`src/rtl/apb_gpio_pkg.sv`:
```
// Shared definitions for the APB GPIO block: register offsets and the
// APB handshake state type.
package apb_gpio_pkg;

    localparam logic [7:0] GPIO_MODE_OFS  = 8'h00;
    localparam logic [7:0] GPIO_ODR_OFS   = 8'h04;
    localparam logic [7:0] GPIO_IDR_OFS   = 8'h08;
    localparam logic [7:0] GPIO_OSET_OFS  = 8'h0C;
    localparam logic [7:0] GPIO_OCLR_OFS  = 8'h10;
    localparam logic [7:0] GPIO_IER_OFS   = 8'h14;
    localparam logic [7:0] GPIO_IEDGE_OFS = 8'h18;
    localparam logic [7:0] GPIO_ISR_OFS   = 8'h1C;

    typedef enum logic [0:0] {
        IDLE = 1'b0,
        ACK  = 1'b1
    } apb_state_e;

    // Word index of a byte offset inside the 8-register window.
    function automatic logic [2:0] ofs_idx(input logic [7:0] ofs);
        return ofs[4:2];
    endfunction

endpackage

```
`src/rtl/gpio_in_sync.sv`:
```
// Pad input synchroniser: two flops into IDR, a delayed copy of IDR, and the
// per-pin rise/fall events derived from the two.
module gpio_in_sync
    import apb_gpio_pkg::*;
#(
    parameter int unsigned NUM_IO = 8
) (
    input  logic              PCLK,
    input  logic              PRESET,
    input  logic [NUM_IO-1:0] pad,
    output logic [NUM_IO-1:0] idr,
    output logic [NUM_IO-1:0] rise,
    output logic [NUM_IO-1:0] fall
);

    logic [NUM_IO-1:0] sync1_r;
    logic [NUM_IO-1:0] idr_r;
    logic [NUM_IO-1:0] prev_r;

    // Metastability chain followed by the one-cycle history register.
    always_ff @(posedge PCLK or posedge PRESET) begin
        if (PRESET) begin
            sync1_r <= '0;
            idr_r   <= '0;
            prev_r  <= '0;
        end else begin
            sync1_r <= pad;
            idr_r   <= sync1_r;
            prev_r  <= idr_r;
        end
    end

    assign idr  = idr_r;
    assign rise = idr_r & ~prev_r;
    assign fall = ~idr_r & prev_r;

endmodule

```
`src/rtl/apb_gpio.sv`:
```
// APB GPIO slave: per-pin direction, output data with set/clear aliases,
// synchronised input read-back and edge-detect interrupts.
module apb_gpio
    import apb_gpio_pkg::*;
#(
    parameter int unsigned NUM_IO = 8,
    parameter int unsigned ADDR_W = 5
) (
    input  logic              PCLK,
    input  logic              PRESET,
    input  logic [ADDR_W-1:0] PADDR,
    input  logic              PWRITE,
    input  logic              PSEL,
    input  logic              PENABLE,
    input  logic [31:0]       PWDATA,
    output logic [31:0]       PRDATA,
    output logic              PREADY,
    input  logic [NUM_IO-1:0] gpio_i,
    output logic [NUM_IO-1:0] gpio_o,
    output logic [NUM_IO-1:0] gpio_oe,
    output logic              irq
);

    localparam logic [2:0] MODE_IDX  = ofs_idx(GPIO_MODE_OFS);
    localparam logic [2:0] ODR_IDX   = ofs_idx(GPIO_ODR_OFS);
    localparam logic [2:0] IDR_IDX   = ofs_idx(GPIO_IDR_OFS);
    localparam logic [2:0] OSET_IDX  = ofs_idx(GPIO_OSET_OFS);
    localparam logic [2:0] OCLR_IDX  = ofs_idx(GPIO_OCLR_OFS);
    localparam logic [2:0] IER_IDX   = ofs_idx(GPIO_IER_OFS);
    localparam logic [2:0] IEDGE_IDX = ofs_idx(GPIO_IEDGE_OFS);
    localparam logic [2:0] ISR_IDX   = ofs_idx(GPIO_ISR_OFS);

    apb_state_e        state_r, state_next_s;
    logic              pready_r;
    logic [31:0]       prdata_r;
    logic [NUM_IO-1:0] mode_r, odr_r, ier_r, iedge_r, isr_r, gpio_o_r;
    logic              irq_r;

    logic [NUM_IO-1:0] mode_next_s, odr_next_s, ier_next_s, iedge_next_s, isr_next_s;
    logic [NUM_IO-1:0] w1c_s, event_s, rdata_s, wdata_s;
    logic [NUM_IO-1:0] idr_s, rise_s, fall_s;
    logic [31:0]       word_s, prdata_ext_s;
    logic [2:0]        idx_s;
    logic              mapped_s, access_s, wr_s, rd_s;
    logic              unused_s;

    gpio_in_sync #(.NUM_IO(NUM_IO)) u_in_sync (
        .PCLK   (PCLK),
        .PRESET (PRESET),
        .pad    (gpio_i),
        .idr    (idr_s),
        .rise   (rise_s),
        .fall   (fall_s)
    );

    assign unused_s = ^{PADDR[1:0], PWDATA};
    assign wdata_s  = PWDATA[NUM_IO-1:0];
    assign access_s = (state_r == IDLE) && PSEL && PENABLE;
    assign wr_s     = access_s && PWRITE;
    assign rd_s     = access_s && !PWRITE;
    assign event_s  = (rise_s & ~iedge_r) | (fall_s & iedge_r);

    // Word decode; anything beyond the 8-register window is unmapped.
    always_comb begin
        word_s = 32'd0;
        word_s[ADDR_W-3:0] = PADDR[ADDR_W-1:2];
        idx_s    = word_s[2:0];
        mapped_s = (word_s[31:3] == 29'd0);
    end

    // APB handshake: a single wait state, then one cycle of PREADY.
    always_comb begin
        state_next_s = state_r;
        case (state_r)
            IDLE: begin
                if (PSEL && PENABLE) begin
                    state_next_s = ACK;
                end else begin
                    state_next_s = IDLE;
                end
            end
            ACK:     state_next_s = IDLE;
            default: state_next_s = IDLE;
        endcase
    end

    // Register write decode and ISR update; a new edge event beats a W1C.
    always_comb begin
        mode_next_s  = mode_r;
        odr_next_s   = odr_r;
        ier_next_s   = ier_r;
        iedge_next_s = iedge_r;
        w1c_s        = '0;
        if (wr_s && mapped_s) begin
            case (idx_s)
                MODE_IDX:  mode_next_s  = wdata_s;
                ODR_IDX:   odr_next_s   = wdata_s;
                OSET_IDX:  odr_next_s   = odr_r | wdata_s;
                OCLR_IDX:  odr_next_s   = odr_r & ~wdata_s;
                IER_IDX:   ier_next_s   = wdata_s;
                IEDGE_IDX: iedge_next_s = wdata_s;
                ISR_IDX:   w1c_s        = wdata_s;
                default:   w1c_s        = '0;
            endcase
        end else begin
            w1c_s = '0;
        end
        isr_next_s = (isr_r & ~w1c_s) | event_s;
    end

    // Read data mux; write-only and unmapped offsets return zero.
    always_comb begin
        rdata_s = '0;
        if (mapped_s) begin
            case (idx_s)
                MODE_IDX:  rdata_s = mode_r;
                ODR_IDX:   rdata_s = odr_r;
                IDR_IDX:   rdata_s = idr_s;
                IER_IDX:   rdata_s = ier_r;
                IEDGE_IDX: rdata_s = iedge_r;
                ISR_IDX:   rdata_s = isr_r;
                default:   rdata_s = '0;
            endcase
        end else begin
            rdata_s = '0;
        end
        prdata_ext_s = 32'd0;
        prdata_ext_s[NUM_IO-1:0] = rdata_s;
    end

    // State, register file and registered outputs.
    always_ff @(posedge PCLK or posedge PRESET) begin
        if (PRESET) begin
            state_r  <= IDLE;
            pready_r <= 1'b0;
            prdata_r <= 32'd0;
            mode_r   <= '0;
            odr_r    <= '0;
            ier_r    <= '0;
            iedge_r  <= '0;
            isr_r    <= '0;
            irq_r    <= 1'b0;
            gpio_o_r <= '0;
        end else begin
            state_r  <= state_next_s;
            pready_r <= access_s;
            if (rd_s) begin
                prdata_r <= prdata_ext_s;
            end
            mode_r   <= mode_next_s;
            odr_r    <= odr_next_s;
            ier_r    <= ier_next_s;
            iedge_r  <= iedge_next_s;
            isr_r    <= isr_next_s;
            irq_r    <= |(isr_r & ier_r);
            gpio_o_r <= odr_next_s & mode_next_s;
        end
    end

    assign PRDATA  = prdata_r;
    assign PREADY  = pready_r;
    assign gpio_oe = mode_r;
    assign gpio_o  = gpio_o_r;
    assign irq     = irq_r;

endmodule

```
`config.mk`:
```
export PLATFORM = sky130hd
export DESIGN_NAME = apb_gpio
export DESIGN_NICKNAME = d
export VERILOG_FILES = /design/src/rtl/apb_gpio_pkg.sv /design/src/rtl/gpio_in_sync.sv /design/src/rtl/apb_gpio.sv
export SDC_FILE = /design/constraint.sdc
export NUM_CORES = 1
export LEC_CHECK = 0
export CAP_MARGIN = 20
export CORE_MARGIN = 8
export CORE_UTILIZATION = 63
export CTS_CLUSTER_SIZE = 10
export DETAILED_ROUTE_END_ITERATION = 7
export DONT_BUFFER_PORTS = 1
export GPL_TIMING_DRIVEN = 1
export PLACE_DENSITY = 0.88
export SETUP_SLACK_MARGIN = 0.02
export SLEW_MARGIN = 20
export SYNTH_ARGS = -nofsm -noshare
export SYNTH_HDL_FRONTEND = slang
export SYNTH_SLANG_ARGS = --single-unit
```
`constraint.sdc`:
```
create_clock -name PCLK -period 2.6 [get_ports PCLK]
set_input_delay 0.26 -clock PCLK [delete_from_list [all_inputs] [get_ports PCLK]]
set_output_delay 0.26 -clock PCLK [all_outputs]
set_load 0.02 [all_outputs]
```
==> out/summary.txt <==
Max_cap viols: 0
Worst hold path type: primary input to flip-flop
Fillers: 429
Synth cell count leaders: dfrtp_1 (83), buf_4 (26), nand2_1 (23), mux2_2 (20), o21ai_0 (17)
Setup_tns: 0 ns
DIE AREA: 8750 sq um
Sequential element share of the synthesized area: 0.548
DP HPWL: 5.73 mm
Power per Cell Area: 707 nW/um^2
Setup CP Type: flip-flop to flip-flop
Tightest Pin Transition: 0.698 ns
Post-Route WL: 8.41 mm
Synth Cell Area: 3790 sq um
Pre-CTS setup slack: 0.662 ns
Slowest stage delay, CP: 0.59 ns
Fin util: 0.683
Critical path's slowest cell: nor2_1
Peak VDD IR: 0.567 mV
Vias: 2575
EDFF count, synth: 0
Final Non-Filler Cells: 407
Initial antenna violation count: 0
Global-route wire length before repair: 13.7 mm
Post-synth top flop: dfrtp_1
Cell variety after synth: 47
Placeable Area: 5890 sq um
Initial drt markers: 213
I/O pin count: 100
Wire length per cell: 20.7 microns
Nature of the critical path endpoint: flip-flop
Grt total ovfl: 0
Synth Instances: 321
Post-synth top area share: 0.548
Largest cells by area after synthesis: dfrtp_1 (55%), mux2_2 (5.9%), buf_4 (5.2%)
YS warnings: 0
RSZ-0062 raised after global routing: false
Final hold violation count: 0
Status: complete, no violations
Layout Skew: 0.00671 ns
Number of global-route vias before repair: 2720
Drt drc: 0
Die width: 93.6 microns
Gpl congestion: 0.826
Dpl cells: 382
Tcrit/Tclk final: 0.770
Setup WS post-layout: 0.599 ns
ANT nets after route: 0
Clock Sinks: 83
Clock Path Buffers: 2
FF+latch count, synth: 83
Max Slew Vio Count: 0
Largest area contributor in the netlist: dfrtp_1
Fmax: 500 MHz
Cell at the root of the clock tree: clkbuf_8
CTS Buf Count: 9
Crit-path cells: nand4b_4 > nor2_1 > o32ai_1 > nor4b_2
Total track usage: 0.203
Final antenna diode count: 0
Slew Limit Headroom: 0.533
Clock-pin slew on the worst setup and hold paths: 0.09 ns
Share of cells above drive strength 1: 0.160
Crit path time final: 2.00 ns
Most common cell in the netlist: dfrtp_1
Pin count of the biggest net entering global routing: 84
P_leak: 1.75 nW
H-tree levels: 3
Final net count: 377
Number of buffers added on ports: 0
Worst Path Arrival: 2.25 ns
Worst-Skew Late Latency: 0.35 ns
Die Y: 93.6 microns
P&R area growth vs syn: 6.04%
TritonCTS clock tree: done
Vias/cell: 6.33
Req. time, crit path: 2.85 ns
Critical path launch point type: flip-flop
Initial core utilization: 0.644
Mean Syn Cell Area: 11.8 sq um
Num rows: 28
Initial DRT Pass Iterations: 4
Setup Fix Bufs, Post-CTS: 0
Post-cts gate resize count: 0
Final setup viols: 0
Max FO, Critical Path: 8
Post-synthesis async set-or-reset flop share: 1.00
[placed cells by master, fill, tap and decap left out, drive strengths merged, types with 3 or more instances in the layout]
cell type / netlist / routed
nor4b: 3 / 3
inv: 9 / 10
nand2: 23 / 23
nand3: 7 / 7
nor3b: 3 / 3
clkbuf: 4 / 9
conb: 1 / 24
a21oi: 15 / 15
nor2: 15 / 15
dlygate4sd3: 0 / 9
a221o: 9 / 9
nor4: 6 / 6
dfrtp: 83 / 83
mux2: 24 / 24
a22oi: 4 / 4
a32o: 7 / 7
a31oi: 6 / 6
o32ai: 3 / 3
clkinv: 0 / 3
nor2b: 4 / 4
o21ai: 17 / 17
a21o: 3 / 3
nor3: 8 / 8
mux2i: 11 / 11
[per-layer routing]
layer  share of wire  track usage  up-vias
li1                -            -     1137
met1            0.38        0.238     1296
met2            0.49        0.328      135
met3            0.12       0.0865        7
met4          0.0080       0.0634        0
met5               0            0        -
[critical path: cells and delay by family (launching register included)]
family,cells,cell delay (ns)
simple gates,3,1.22
compound gates,1,0.26
flops,1,0.42
[state kept, by name, indices dropped and copies added, names as in the netlist]
name	cells
gpio_o	8
ier_r	8
isr_r	8
iedge_r	8
u_in_sync.sync1_r	8
PRDATA	8
state_r	1
u_in_sync.idr	8
gpio_oe	8
irq	1
PREADY	1
odr_r	8
u_in_sync.prev_r	8
[report_power, final]
part	leakage (nW)	internal (mW)	switching, mW	total (mW)
Clock	0.0962	0.450	0.476	0.925
Combinational	0.631	0.157	0.170	0.327
Sequential	1.02	1.41	0.175	1.59
Total	1.75	2.02	0.821	2.84
[final timing paths]
| path | from | to | slack (ns) | cells past startpoint |
|---|---|---|---|---|
| setup / recovery | state_r | gpio_o[5] | 0.60 | 4 |
| hold / removal | PWDATA[4] | ier_r[4] | 0.05 | 1 |
| setup reg to reg | state_r | gpio_o[5] | 0.60 | 4 |
| hold reg to reg | u_in_sync.sync1_r[4] | u_in_sync.idr[4] | 0.35 | 0 |
| max in group asynchronous | PRESET | gpio_oe[2] | 1.81 | 3 |
| min in group asynchronous | PRESET | u_in_sync.idr[3] | 0.43 | 3 |
[cells by family after synthesis]
group                  count (synthesis)  synth area share
other                                  1          0.000989
muxes                                 35             0.104
DFF                                   83             0.548
and+or+nand+nor                       84             0.135
AOI/OAI and AO/OA                     71             0.133
buffers and inverters                 47            0.0782
[layout make-up]
class / instances / area, sq um / area share
Sequential cell: 83 / 2080 / 0.517
Multi-Input combinational cell: 214 / 1500 / 0.374
Clock buffer: 9 / 124 / 0.0308
Timing Repair Buffer: 10 / 110 / 0.0274
Tap cell: 75 / 93.8 / 0.0233
Clock inverter: 7 / 76.3 / 0.0190
Inverter: 9 / 35.0 / 0.00872
[through the flow]
stage / power [mW] / hold WS (ns) / area (sq um)
after floorplan: 1.89 / 0.291 / 3880
after global placement: 1.91 / 0.263 / 3730
after detailed placement: 1.93 / 0.270 / 3730
after CTS: 2.86 / 0.0386 / 4020
after global routing: 2.97 / 0.0276 / 4020
final: 2.84 / 0.0503 / 4020
[repair_timing]
item,CTS,global route
setup endpoints to repair,0,0
hold buffers,9,0
hold endpoints to repair,91,0
(Power assumes the default switching activity.)
